===== src/rtl/uart_cmd_bridge_pkg.sv =====
`default_nettype none
//------------------------------------------------------------------------------
// Module   : uart_cmd_pkg
// Brief    : Shared types and frame byte codes for the UART command bridge.
// Revision : 1.0 - initial release
//------------------------------------------------------------------------------
package uart_cmd_pkg;

  typedef enum logic [2:0] {
    ST_IDLE = 3'd0,
    ST_ADDR = 3'd1,
    ST_DATA = 3'd2,
    ST_BUS  = 3'd3,
    ST_SEND = 3'd4
  } state_e;

  localparam logic [7:0] CMD_WR  = 8'h57;  // 'W'
  localparam logic [7:0] CMD_RD  = 8'h52;  // 'R'
  localparam logic [7:0] RSP_OK  = 8'h4B;  // 'K'
  localparam logic [7:0] RSP_ERR = 8'h45;  // 'E'
  localparam logic [7:0] RSP_TMO = 8'h54;  // 'T'

  // A command byte opens a frame only if it is one of the two known opcodes.
  function automatic logic is_valid_cmd(input logic [7:0] b);
    return (b == CMD_WR) || (b == CMD_RD);
  endfunction

endpackage
`default_nettype wire


===== src/rtl/uart_cmd_bridge_if.sv =====
`default_nettype none
//------------------------------------------------------------------------------
// Module   : uart_cmd_bridge_if
// Brief    : FIFO-side and register-bus signals of the UART command bridge.
//            'master' is the bridge view, 'slave' the FIFO/peripheral view.
// Revision : 1.0 - initial release
//------------------------------------------------------------------------------
interface uart_cmd_bridge_if;

  // Receive FIFO (first-word-fall-through)
  logic       rx_empty;
  logic [7:0] r_data;
  logic       rd_uart;

  // Transmit FIFO
  logic       tx_full;
  logic [7:0] w_data;
  logic       wr_uart;

  // Register bus
  logic       bus_req;
  logic       bus_we;
  logic [7:0] bus_addr;
  logic [7:0] bus_wdata;
  logic       bus_ack;
  logic [7:0] bus_rdata;

  modport master (
    input  rx_empty, r_data, tx_full, bus_ack, bus_rdata,
    output rd_uart, w_data, wr_uart, bus_req, bus_we, bus_addr, bus_wdata
  );

  modport slave (
    output rx_empty, r_data, tx_full, bus_ack, bus_rdata,
    input  rd_uart, w_data, wr_uart, bus_req, bus_we, bus_addr, bus_wdata
  );

endinterface
`default_nettype wire


===== src/rtl/uart_cmd_bridge.sv =====
`default_nettype none
//------------------------------------------------------------------------------
// Module   : uart_cmd_bridge
// Brief    : Pops W/R command frames from the UART receive FIFO, runs one
//            register-bus access per frame and pushes a single response byte.
// Revision : 1.0 - initial release
//------------------------------------------------------------------------------
module uart_cmd_bridge
  import uart_cmd_pkg::*;
#(
  parameter int ACK_TIMEOUT = 255
) (
  input  wire logic        clk,
  input  wire logic        reset,
  uart_cmd_bridge_if.master bif
);

  // Counter value seen during the last permitted bus cycle.
  localparam logic [15:0] c_TMO_LAST = 16'(ACK_TIMEOUT - 1);

  state_e      r_state;
  state_e      w_next_state;
  logic        w_pop;
  logic        w_push;
  logic        w_tmo_hit;

  logic        r_is_wr;
  logic [7:0]  r_rsp;
  logic        r_bus_req;
  logic        r_bus_we;
  logic [7:0]  r_bus_addr;
  logic [7:0]  r_bus_wdata;
  logic [15:0] r_tmo_cnt;

  assign w_tmo_hit = (r_state == ST_BUS) && (r_tmo_cnt == c_TMO_LAST);

  // State register; reset drops any partially received frame.
  always_ff @(posedge clk or posedge reset) begin
    if (reset) r_state <= ST_IDLE;
    else       r_state <= w_next_state;
  end

  // Next-state decode and the combinational FIFO pop/push strobes.
  always_comb begin
    w_next_state = r_state;
    w_pop        = 1'b0;
    w_push       = 1'b0;
    case (r_state)
      ST_IDLE: begin
        if (!bif.rx_empty) begin
          w_pop        = 1'b1;
          w_next_state = is_valid_cmd(bif.r_data) ? ST_ADDR : ST_SEND;
        end
      end
      ST_ADDR: begin
        if (!bif.rx_empty) begin
          w_pop        = 1'b1;
          w_next_state = r_is_wr ? ST_DATA : ST_BUS;
        end
      end
      ST_DATA: begin
        if (!bif.rx_empty) begin
          w_pop        = 1'b1;
          w_next_state = ST_BUS;
        end
      end
      ST_BUS: begin
        // Ack takes priority over a timeout landing on the same cycle.
        if (bif.bus_ack || w_tmo_hit) w_next_state = ST_SEND;
      end
      ST_SEND: begin
        if (!bif.tx_full) begin
          w_push       = 1'b1;
          w_next_state = ST_IDLE;
        end
      end
      default: w_next_state = ST_IDLE;
    endcase
  end

  // Frame capture, bus request registers and the response byte.
  always_ff @(posedge clk or posedge reset) begin
    if (reset) begin
      r_is_wr     <= 1'b0;
      r_rsp       <= 8'h00;
      r_bus_req   <= 1'b0;
      r_bus_we    <= 1'b0;
      r_bus_addr  <= 8'h00;
      r_bus_wdata <= 8'h00;
    end else begin
      case (r_state)
        ST_IDLE: begin
          if (w_pop) begin
            r_is_wr <= (bif.r_data == CMD_WR);
            if (!is_valid_cmd(bif.r_data)) r_rsp <= RSP_ERR;
          end
        end
        ST_ADDR: begin
          if (w_pop) begin
            r_bus_addr <= bif.r_data;
            // A read has no data byte, so the request starts right away.
            if (!r_is_wr) begin
              r_bus_req <= 1'b1;
              r_bus_we  <= 1'b0;
            end
          end
        end
        ST_DATA: begin
          if (w_pop) begin
            r_bus_wdata <= bif.r_data;
            r_bus_req   <= 1'b1;
            r_bus_we    <= 1'b1;
          end
        end
        ST_BUS: begin
          if (bif.bus_ack) begin
            r_bus_req <= 1'b0;
            r_rsp     <= r_bus_we ? RSP_OK : bif.bus_rdata;
          end else if (w_tmo_hit) begin
            r_bus_req <= 1'b0;
            r_rsp     <= RSP_TMO;
          end
        end
        default: ;
      endcase
    end
  end

  // Ack timeout counter: held at zero outside BUS, counts un-acked BUS cycles.
  always_ff @(posedge clk or posedge reset) begin
    if (reset)                   r_tmo_cnt <= 16'h0000;
    else if (r_state != ST_BUS)  r_tmo_cnt <= 16'h0000;
    else if (!bif.bus_ack)       r_tmo_cnt <= r_tmo_cnt + 16'h0001;
  end

  // Pop is masked during reset so no byte is consumed while the frame is dropped.
  assign bif.rd_uart   = w_pop && !reset;
  assign bif.wr_uart   = w_push;
  assign bif.w_data    = r_rsp;
  assign bif.bus_req   = r_bus_req;
  assign bif.bus_we    = r_bus_we;
  assign bif.bus_addr  = r_bus_addr;
  assign bif.bus_wdata = r_bus_wdata;

endmodule
`default_nettype wire


===== src/flat_wrapper.sv =====
// flat-port wrapper written by rule: the top's interface ports become plain ports
module uart_cmd_bridge_flat import uart_cmd_pkg::*;
#(
  parameter int ACK_TIMEOUT = 255
)
  (clk, reset, bif_rx_empty, bif_r_data, bif_tx_full, bif_bus_ack, bif_bus_rdata, bif_rd_uart, bif_w_data, bif_wr_uart, bif_bus_req, bif_bus_we, bif_bus_addr, bif_bus_wdata);
  uart_cmd_bridge_if bif_i ();
  input  wire logic clk;
  input  wire logic reset;
  input wire logic [$bits(bif_i.rx_empty)-1:0] bif_rx_empty;
  input wire logic [$bits(bif_i.r_data)-1:0] bif_r_data;
  input wire logic [$bits(bif_i.tx_full)-1:0] bif_tx_full;
  input wire logic [$bits(bif_i.bus_ack)-1:0] bif_bus_ack;
  input wire logic [$bits(bif_i.bus_rdata)-1:0] bif_bus_rdata;
  output wire logic [$bits(bif_i.rd_uart)-1:0] bif_rd_uart;
  output wire logic [$bits(bif_i.w_data)-1:0] bif_w_data;
  output wire logic [$bits(bif_i.wr_uart)-1:0] bif_wr_uart;
  output wire logic [$bits(bif_i.bus_req)-1:0] bif_bus_req;
  output wire logic [$bits(bif_i.bus_we)-1:0] bif_bus_we;
  output wire logic [$bits(bif_i.bus_addr)-1:0] bif_bus_addr;
  output wire logic [$bits(bif_i.bus_wdata)-1:0] bif_bus_wdata;
  assign bif_i.rx_empty = bif_rx_empty;
  assign bif_i.r_data = bif_r_data;
  assign bif_i.tx_full = bif_tx_full;
  assign bif_i.bus_ack = bif_bus_ack;
  assign bif_i.bus_rdata = bif_bus_rdata;
  assign bif_rd_uart = bif_i.rd_uart;
  assign bif_w_data = bif_i.w_data;
  assign bif_wr_uart = bif_i.wr_uart;
  assign bif_bus_req = bif_i.bus_req;
  assign bif_bus_we = bif_i.bus_we;
  assign bif_bus_addr = bif_i.bus_addr;
  assign bif_bus_wdata = bif_i.bus_wdata;
  uart_cmd_bridge #(.ACK_TIMEOUT(ACK_TIMEOUT)) u_core (.clk(clk), .reset(reset), .bif(bif_i));
endmodule

===== config.mk =====
export PLATFORM = sky130hd
export DESIGN_NAME = uart_cmd_bridge_flat
export DESIGN_NICKNAME = d
export VERILOG_FILES = /design/src/rtl/uart_cmd_bridge_pkg.sv /design/src/rtl/uart_cmd_bridge_if.sv /design/src/rtl/uart_cmd_bridge.sv /design/src/flat_wrapper.sv
export SDC_FILE = /design/constraint.sdc
export NUM_CORES = 1
export LEC_CHECK = 0
export CAP_MARGIN = 20
export CORE_ASPECT_RATIO = 0.5
export CORE_MARGIN = 4
export CORE_UTILIZATION = 54
export DETAILED_ROUTE_END_ITERATION = 10
export PLACE_DENSITY = 0.94
export RECOVER_POWER = 100
export SLEW_MARGIN = 20
export SYNTH_ARGS = -nofsm -noshare
export SYNTH_HDL_FRONTEND = slang
export SYNTH_SLANG_ARGS = --single-unit

===== constraint.sdc =====
create_clock -name clk -period 6.9 [get_ports clk]
set_clock_uncertainty 0.15 [all_clocks]
set_input_delay 1.38 -clock clk [delete_from_list [all_inputs] [get_ports clk]]
set_output_delay 1.38 -clock clk [all_outputs]
set_load 0.03 [all_outputs]

==> results.sh, run 1 <==
export IMPL_postSynth_asyncResetShare=1.00
export IMPL_h_tree_depth=2
export IMPL_synthesis_nets=217
export IMPL_numCtsBuffers=5
export IMPL_totalWireLength_microns=4730
export IMPL_place_gp_congestion=0.881
export IMPL_outcome="complete, but fails checks"
export IMPL_via_per_inst=5.58
export IMPL_grt_pass1_wl_microns=7800
export IMPL_wire_per_inst_microns=15.9
export IMPL_gr_usage_all_layers=0.195
export IMPL_synth_compound_area_share=0.0876
export IMPL_cellPowerDensity_nw_per_um2=390
export IMPL_syn_avg_cell_area_sq_um=11.3
export IMPL_cts_hold_buf=0
export IMPL_synth_edff_count=0
export IMPL_cts_resized=0
export IMPL_num_vias=1663
export IMPL_initial_core_util=0.560
export IMPL_die_area_sq_um=5190
export IMPL_yosys_area_top_type="dfrtp_1"
export IMPL_synth_top_family_by_area="simple AND/OR/NAND/NOR gates"
export IMPL_rsz0062_at_grt="false"
export IMPL_cp_arrival_ns=3.20
export IMPL_design_area_sq_um=2760
export IMPL_grt_max_degree=47
export IMPL_fin_cells=298
export IMPL_crit_path_start_kind="primary input"
export IMPL_seq_area_frac_synth=0.527
export IMPL_synth_warnings=0
export IMPL_antenna_found_initial=0
export IMPL_hold_viol=0
export IMPL_max_cap_viol_count=3
export IMPL_drt_pre_antenna_iters=4
export IMPL_cpMostUsedCell="dlygate4sd3_1"
export IMPL_dp_hpwl_microns=3450
export IMPL_syn_cell_area_sq_um=2190
export IMPL_place_area_sq_um=2700
export IMPL_slew_violations=67
export IMPL_synth_xor_area_share=0.0601
export IMPL_holdWs_ns=0.339
export IMPL_drive_above_1_share=0.123
export IMPL_fin_crit_ns=4.73
export IMPL_violations="max-capacitance violations, max-slew violations"
export IMPL_cp_max_fo=7
export IMPL_synthMuxAreaShare=0.101
export IMPL_clockRootBuffer="clkbuf_8"
export IMPL_n_antenna_cell=0
export IMPL_synth_simple_area_share=0.180
export IMPL_fin_tns_setup_ns=0
export IMPL_path_delay_family="buffers and inverters"
export IMPL_chipHeight_microns=53.0
export IMPL_synth_area_leaders="dfrtp_1 53%, mux2_2 8.2%, nor2_1 4.5%"
export IMPL_setup_violations=0
export IMPL_synth_top_cell_area_share=0.527
export IMPL_period_share=0.686
export IMPL_worstPathCellList="dlygate4sd3_1 -> a2111oi_0 -> dlygate4sd3_1"
export IMPL_critPathKind="primary input to output pin"
export IMPL_ant_nets=0
export IMPL_core_area_sq_um=3900
export IMPL_cts_setup_buffers=0
export IMPL_drc=0
export IMPL_fmax_ghz=0.211
export IMPL_synth_distinct_cells=47
export IMPL_ys_flop_type="dfrtp_1"
export IMPL_std_cell_rows=16
export IMPL_clkLatencyLatePin_ns=0.30
export IMPL_crit_required_ns=5.37
export IMPL_synthTopCellsByCount="46 x dfrtp_1, 26 x nor2_1, 16 x mux2_2, 10 x a21oi_1"
export IMPL_grt_pass1_vias=1689
export IMPL_clk_path_buf_depth=2
export IMPL_io_pins=49
export IMPL_cts_tree="done"
export IMPL_yosysMostFrequentCell="dfrtp_1"
export IMPL_fin_nets=266
export IMPL_areaGrowthSynthToFinish_pct=26.4
export IMPL_slowest_delay_ns=0.81
export IMPL_drt_iter0_drc=77
export IMPL_hold_path_class="register to register"
export IMPL_io_buffer_count=48
export IMPL_crit_buf_inv=2
export IMPL_cp_end_kind="output pin"
export IMPL_dieWidth_microns=98.0
export IMPL_p_leak_nw=1.16
export IMPL_cts_sinks=46
export IMPL_syn_inst=194
export IMPL_worst_pin_slew_ns=2.38
export IMPL_clkSlewWorstSetupHoldPaths_ns=0.09
export IMPL_synth_fa_ha_area_frac=0.0114
export IMPL_dpl_cell_count=290
export IMPL_slowest_stage="dlygate4sd3_1"
export IMPL_gr_total_overflow=0
export IMPL_ys_seq_elements=46
export IMPL_ir_worst_vdd_mv=0.262
export IMPL_relSlewSlack=-0.590
power by group:
group | switching, mW | leakage, nW | total (mW) | internal, mW
clock | 0.0889 | 0.0472 | 0.169 | 0.0805
sequential | 0.0703 | 0.586 | 0.422 | 0.352
combinational | 0.283 | 0.527 | 0.485 | 0.202
total | 0.442 | 1.16 | 1.08 | 0.634
registers in the layout, indices dropped and copies added (netlist names):
name	count
u_core.bif.bus_we	1
u_core.r_state	3
u_core.bif.bus_addr	8
u_core.bif.bus_req	1
u_core.r_tmo_cnt	16
u_core.r_is_wr	1
u_core.bif.w_data	8
u_core.bif.bus_wdata	8
layout by cell type, fill, tap and decap left out, types with 5 or more instances in the layout:
cell	n
a21oi_1	10
dlygate4sd3_1	32
nand4_1	5
clkdlybuf4s50_1	16
nor2_1	26
clkbuf_8	6
mux2_2	14
nand2_1	9
inv_1	7
xor2_1	9
xnor2_1	6
dfrtp_1	46
stage by stage:
step / setup WS, ns / power [mW] / utilization
6_report: 2.17 / 1.08 / 0.708
5_1_grt: 2.11 / 1.13 / 0.708
4_1_cts: 2.29 / 1.13 / 0.715
3_5_place_dp: 2.29 / 0.957 / 0.691
3_3_place_gp: 2.36 / 0.934 / 0.691
2_1_floorplan: 2.28 / 0.748 / -
metal layers:
layer  wire (microns)  track usage  part of all wire
met5                0            0                 0
met4               96       0.0782             0.020
met3              217       0.0566             0.046
met2             2460        0.350              0.52
met1             1960        0.225              0.41
final timing paths:
| path | from | endpoint | slack (ns) | cells after the start |
|---|---|---|---|---|
| worst max-delay path | bif_rx_empty | bif_rd_uart | 2.17 | 3 |
| worst min-delay path | u_core.bif.w_data[1]$_DFFE_PP0P_ | u_core.bif.w_data[1]$_DFFE_PP0P_ | 0.34 | 1 |
| worst max register to register | u_core.r_state[1]$_DFFE_PP0P_ | u_core.bif.bus_wdata[2]$_DFFE_PP0P_ | 3.97 | 2 |
| worst min register to register | u_core.bif.w_data[1]$_DFFE_PP0P_ | u_core.bif.w_data[1]$_DFFE_PP0P_ | 0.34 | 1 |
| max in group asynchronous | reset | u_core.r_tmo_cnt[11]$_DFFE_PP0P_ | 2.97 | 3 |
| min in group asynchronous | reset | u_core.bif.w_data[1]$_DFFE_PP0P_ | 2.28 | 3 |
kinds of logic (layout without fill, tap and decap cells):
| kind of cell | count (synthesis) | count (layout) |
|---|---|---|
| AO/OA/AOI/OAI | 29 | 29 |
| XOR/XNOR | 15 | 15 |
| adder cells (fa/ha/maj) | 2 | 2 |
| buffers and inverters | 15 | 65 |
| flip-flops | 46 | 46 |
| multiplexers | 19 | 19 |
| AND/OR/NAND/NOR | 68 | 68 |
final cells by class:
type                    count  area (sq um)
fillers                   274          1140
flip-flops and latches     46          1150
clock buffers               6          82.6
multi-input cells         133           936
well taps                  54          67.6
repair buffers             49           484
clock inverters             2          12.5
inverters                   8          30.0
(Power assumes the default switching activity.)
==> run 2, diff against run 1 <==
CORE_UTILIZATION = 45   (was 54)
PLACE_DENSITY = 0.84   (was 0.94)
clock period = 3.8 ns   (was 6.9 ns; I/O delays follow)
==> run 2 against run 1 <==
Sequential share of layout area shrank 0.58 points. Register-to-register slack lost 3.2 ns. Sequential power grew 82%. The run now ends clean. Critical path type unchanged.
==> results.sh, run 2 (synthesized netlist as in run 1, its figures left out) <==
export IMPL_outcome="complete, no violations"
export IMPL_reg2regPathDepth=4
export IMPL_cp_startpoint="bif_rx_empty"
export IMPL_drc=0
export IMPL_clockRootBuffer="clkbuf_8"
export IMPL_rr_startpoint="u_core.r_state[1]$_DFFE_PP0P_"
export IMPL_fin_nets=268
export IMPL_path_delay_family="buffers and inverters"
export IMPL_period_share=0.904
export IMPL_fin_crit_ns=3.44
export IMPL_dieWidth_microns=107
export IMPL_final_common_cell="dfrtp_1"
export IMPL_gr_total_overflow=0
export IMPL_p_leak_nw=1.17
export IMPL_core_area_sq_um=4530
export IMPL_slowest_stage="dlygate4sd3_1"
export IMPL_numCtsBuffers=5
export IMPL_totalWireLength_microns=4680
export IMPL_clkLatencyLatePin_ns=0.30
export IMPL_clkSlewWorstSetupHoldPaths_ns=0.08
export IMPL_cts_resized=0
export IMPL_holdWs_ns=0.345
export IMPL_rsz0062_at_grt="false"
export IMPL_gr_usage_all_layers=0.161
export IMPL_relSlewSlack=0.117
export IMPL_drt_iter0_drc=57
export IMPL_chipHeight_microns=57.3
export IMPL_num_vias=1616
export IMPL_grt_use_met3=0.0407
export IMPL_cp_max_fo=7
export IMPL_crit_buf_inv=2
export IMPL_std_cell_rows=17
export IMPL_grt_max_degree=27
export IMPL_worstPathCellList="dlygate4sd3_1 -> a2111oi_0 -> dlygate4sd3_1"
export IMPL_io_buffer_count=48
export IMPL_crit_required_ns=2.89
export IMPL_worst_r2r_endpoint="u_core.bif.w_data[4]$_DFFE_PP0P_"
export IMPL_cts_tree="done"
export IMPL_slew_violations=0
export IMPL_cts_sinks=46
export IMPL_wire_per_inst_microns=15.0
export IMPL_die_area_sq_um=6100
export IMPL_grt_pass1_wl_microns=7930
export IMPL_hold_path_class="register to register"
export IMPL_worst_pin_slew_ns=1.32
export IMPL_crit_end="bif_rd_uart"
export IMPL_max_cap_viol_count=0
export IMPL_via_per_inst=5.18
export IMPL_cellPowerDensity_nw_per_um2=714
export IMPL_grt_pass1_vias=1723
export IMPL_largest_reg_flops=16
export IMPL_clk_path_buf_depth=2
export IMPL_cts_hold_buf=0
export IMPL_slowest_delay_ns=0.79
export IMPL_cts_setup_buffers=0
export IMPL_areaGrowthSynthToFinish_pct=28.2
export IMPL_initial_core_util=0.482
export IMPL_io_pins=49
export IMPL_busiest_layer="met2"
export IMPL_utilization=0.619
export IMPL_top_register="u_core.r_tmo_cnt"
export IMPL_drive_above_1_share=0.126
export IMPL_critPathKind="primary input to output pin"
export IMPL_ir_worst_vdd_mv=0.481
export IMPL_n_antenna_cell=0
export IMPL_ant_nets=0
export IMPL_hold_viol=0
export IMPL_layout_common_cells="46 x dfrtp_1, 32 x dlygate4sd3_1, 26 x nor2_1"
export IMPL_dp_hpwl_microns=3430
export IMPL_place_gp_congestion=0.766
export IMPL_cp_depth=3
export IMPL_rrSetupSlack_ns=0.81
export IMPL_antenna_found_initial=0
export IMPL_cp_end_kind="output pin"
export IMPL_fmax_ghz=0.291
export IMPL_use_met1=0.196
export IMPL_preCtsSetupSlack_ns=0.477
export IMPL_h_tree_depth=2
export IMPL_met2_usage=0.290
export IMPL_crit_path_start_kind="primary input"
export IMPL_drt_pre_antenna_iters=4
export IMPL_setup_violations=0
export IMPL_cpMostUsedCell="dlygate4sd3_1"
export IMPL_fin_tns_setup_ns=0
export IMPL_worst_slack_ns=0.364
export IMPL_cp_arrival_ns=2.53
run 2: cell types whose count changed in the layout (fill, tap and decap cells not counted):
cell / change
bufinv_16: +1
clkbuf_1: +3
clkbuf_8: -1
clkinv_2: -1
mux2_1: -2
mux2_2: +2
nand3_1: +1
nand3_2: -1
nor4_1: -1
nor4_2: +1
run 2: layout make-up:
class                           count  area [sq um]
Clock buffer                        6          72.6
Inverter                            8          30.0
Fill cell                         359          1730
Multi-Input combinational cell    133           937
Clock inverter                      2          37.5
Tap cell                           66          82.6
Sequential cell                    46          1150
Timing Repair Buffer               51           492
run 2: metal layers:
metal	routed length, microns	vias up
met1	2070	802
met5	0	-
li1	-	783
met4	20	0
met3	194	2
met2	2400	29
run 2: worst min path at each step:
stage | start | end | slack (ns) | cells after the start
after floorplan | u_core.r_is_wr$_DFFE_PP0P_ | u_core.r_is_wr$_DFFE_PP0P_ | 0.32 | 2
after global placement | u_core.bif.w_data[1]$_DFFE_PP0P_ | u_core.bif.w_data[1]$_DFFE_PP0P_ | 0.32 | 1
after detailed placement | u_core.bif.w_data[1]$_DFFE_PP0P_ | u_core.bif.w_data[1]$_DFFE_PP0P_ | 0.33 | 1
after CTS | u_core.bif.w_data[1]$_DFFE_PP0P_ | u_core.bif.w_data[1]$_DFFE_PP0P_ | 0.35 | 1
after global routing | u_core.bif.bus_wdata[4]$_DFFE_PP0P_ | u_core.bif.bus_wdata[4]$_DFFE_PP0P_ | 0.37 | 1
final | u_core.bif.w_data[1]$_DFFE_PP0P_ | u_core.bif.w_data[1]$_DFFE_PP0P_ | 0.34 | 1
run 2: power by group:
part | internal (mW) | leakage, nW | total (mW) | switching, mW
clock | 0.196 | 0.0514 | 0.357 | 0.161
combinational | 0.371 | 0.528 | 0.878 | 0.508
sequential | 0.639 | 0.586 | 0.766 | 0.127
run 2: per-stage QoR:
step           instance area [sq um]  power [mW]  instances
2_1_floorplan                   2190        1.36        194
3_3_place_gp                    2730        1.71        304
3_5_place_dp                    2730        1.74        304
4_1_cts                         2840        2.10        312
5_1_grt                         2800        2.11        312
6_report                        2800        2.00        312
==> run 3, diff against run 2 <==
GPL_ROUTABILITY_DRIVEN = 1   (was unset)
==> results of run 3 <==
No change in the layout: final DEF, timing and power equal those of run 2.
==> variant, RTL diff (config.mk and constraints of run 1) <==
Re-encode `state_e` (5 states) as Gray code, 3 bits wide.
--- a/src/rtl/uart_cmd_bridge_pkg.sv
+++ b/src/rtl/uart_cmd_bridge_pkg.sv
@@ -7,11 +7,11 @@
 package uart_cmd_pkg;
 
   typedef enum logic [2:0] {
-    ST_IDLE = 3'd0,
-    ST_ADDR = 3'd1,
-    ST_DATA = 3'd2,
-    ST_BUS  = 3'd3,
-    ST_SEND = 3'd4
+    ST_IDLE = 3'b000,
+    ST_ADDR = 3'b001,
+    ST_DATA = 3'b011,
+    ST_BUS  = 3'b010,
+    ST_SEND = 3'b110
   } state_e;
 
   localparam logic [7:0] CMD_WR  = 8'h57;  // 'W'
Check against the original RTL: no difference found for any inputs over 10 cycles, from zero or initial values and one cycle with reset high; not proved beyond that.
==> variant against run 1 <==
- global-route usage up 2.1 points
- core utilization increased by 4.7 points
- worst setup slack lost 0.19 ns
- sequential cell count unchanged
- routed wire length grew 5.6%
- via count grew 0.18%
- design area decreased by 1.0%
- synthesized area shrank 2.2%
- critical path type unchanged
- highest routed layer unchanged
Power is not compared: it rests on default switching activity, and its combinational part moved more than twofold at a synthesized area within 25%.
==> variant: results <==
metrics = {
    "worst_setup_path": {
        "rr_endpoint": "u_core.bif.w_data[5]",
        "rr_worst_depth": 4,
        "regToRegSetupSlack_ns": 4.53,
        "crit_start": "reset",
        "crit_fanout": 47,
        "worstReg2RegStart": "u_core.r_state[0]",
    },
    "placement": {
        "pre_cts_slack_ns": 2.126,
        "dpl_cell_area_mm2": 0.002656,
        "dp_hpwl_mm": 3.474,
        "place.gp.congestion": 0.8131,
        "placedCellCount": 285,
    },
    "outcome": {
        "outcome": "completed",
    },
    "yosys": {
        "yosys-top-cells-count": "dfrtp_1 (46), nor2_1 (20), mux2_2 (16)",
        "ys_types": 45,
        "ys_top_cells_by_area": "dfrtp_1 (54%), mux2_2 (8.4%), nor2_1 (3.5%)",
        "synth_area_per_cell_um2": 11.25,
        "syn_inst": 190,
        "synthesis.nets": 213,
        "ys_seq_area_share_pct": 53.86,
    },
    "drt": {
        "wl_met3_um": 194,
        "vias_per_cell": 5.686,
        "drtIter0Drc": 55,
        "dr_wl_met2_mm": 2.614,
        "wl_met1_mm": 2.092,
    },
    "cells_and_area": {
        "clock_area_share_pct": 3.978,
        "design.seq.count": 46,
        "multi_input_comb_area_um2": 887.1,
        "inv_count": 10,
        "finalNetCount": 264,
        "seq_share_pct": 42.07,
        "area_delta_synth_final_pct": 28.04,
        "layout-drive-gt1-share_pct": 10.33,
        "multi_input_gates": 129,
    },
    "grt": {
        "grt_pass1_vias": 1776,
        "grt_use_total_pct": 21.58,
        "grt_pass1_wl_mm": 8.473,
        "grtUsageMet3_pct": 5.445,
        "use_met1_pct": 24.98,
    },
    "pwr": {
        "total_power_mw": 0.7402,
    },
}
[variant: worst min-delay path by stage]
stage | startpoint | to | slack (ns)
final | u_core.bif.w_data[1] | u_core.bif.w_data[1] | 0.35
after global routing | u_core.bif.w_data[4] | u_core.bif.w_data[4] | 0.37
after CTS | u_core.bif.w_data[1] | u_core.bif.w_data[1] | 0.36
after detailed placement | u_core.bif.w_data[1] | u_core.bif.w_data[1] | 0.34
after global placement | u_core.bif.w_data[3] | u_core.bif.w_data[3] | 0.32
after floorplan | u_core.r_is_wr | u_core.r_is_wr | 0.31
[variant: logic make-up after synthesis]
kind of cell	count (synthesis)	share of synthesized area, %
xor+xnor	12	4.918
simple gates	63	16.45
mux	16	8.431
fa+ha+maj	2	1.171
compound gates	36	11.89
buf+inv	15	3.279
flops	46	53.86
[variant: critical path: cells and delay by family]
kind | cells | cell delay (ns)
buf+inv | 4 | 1.77
simple gates | 1 | 0.23
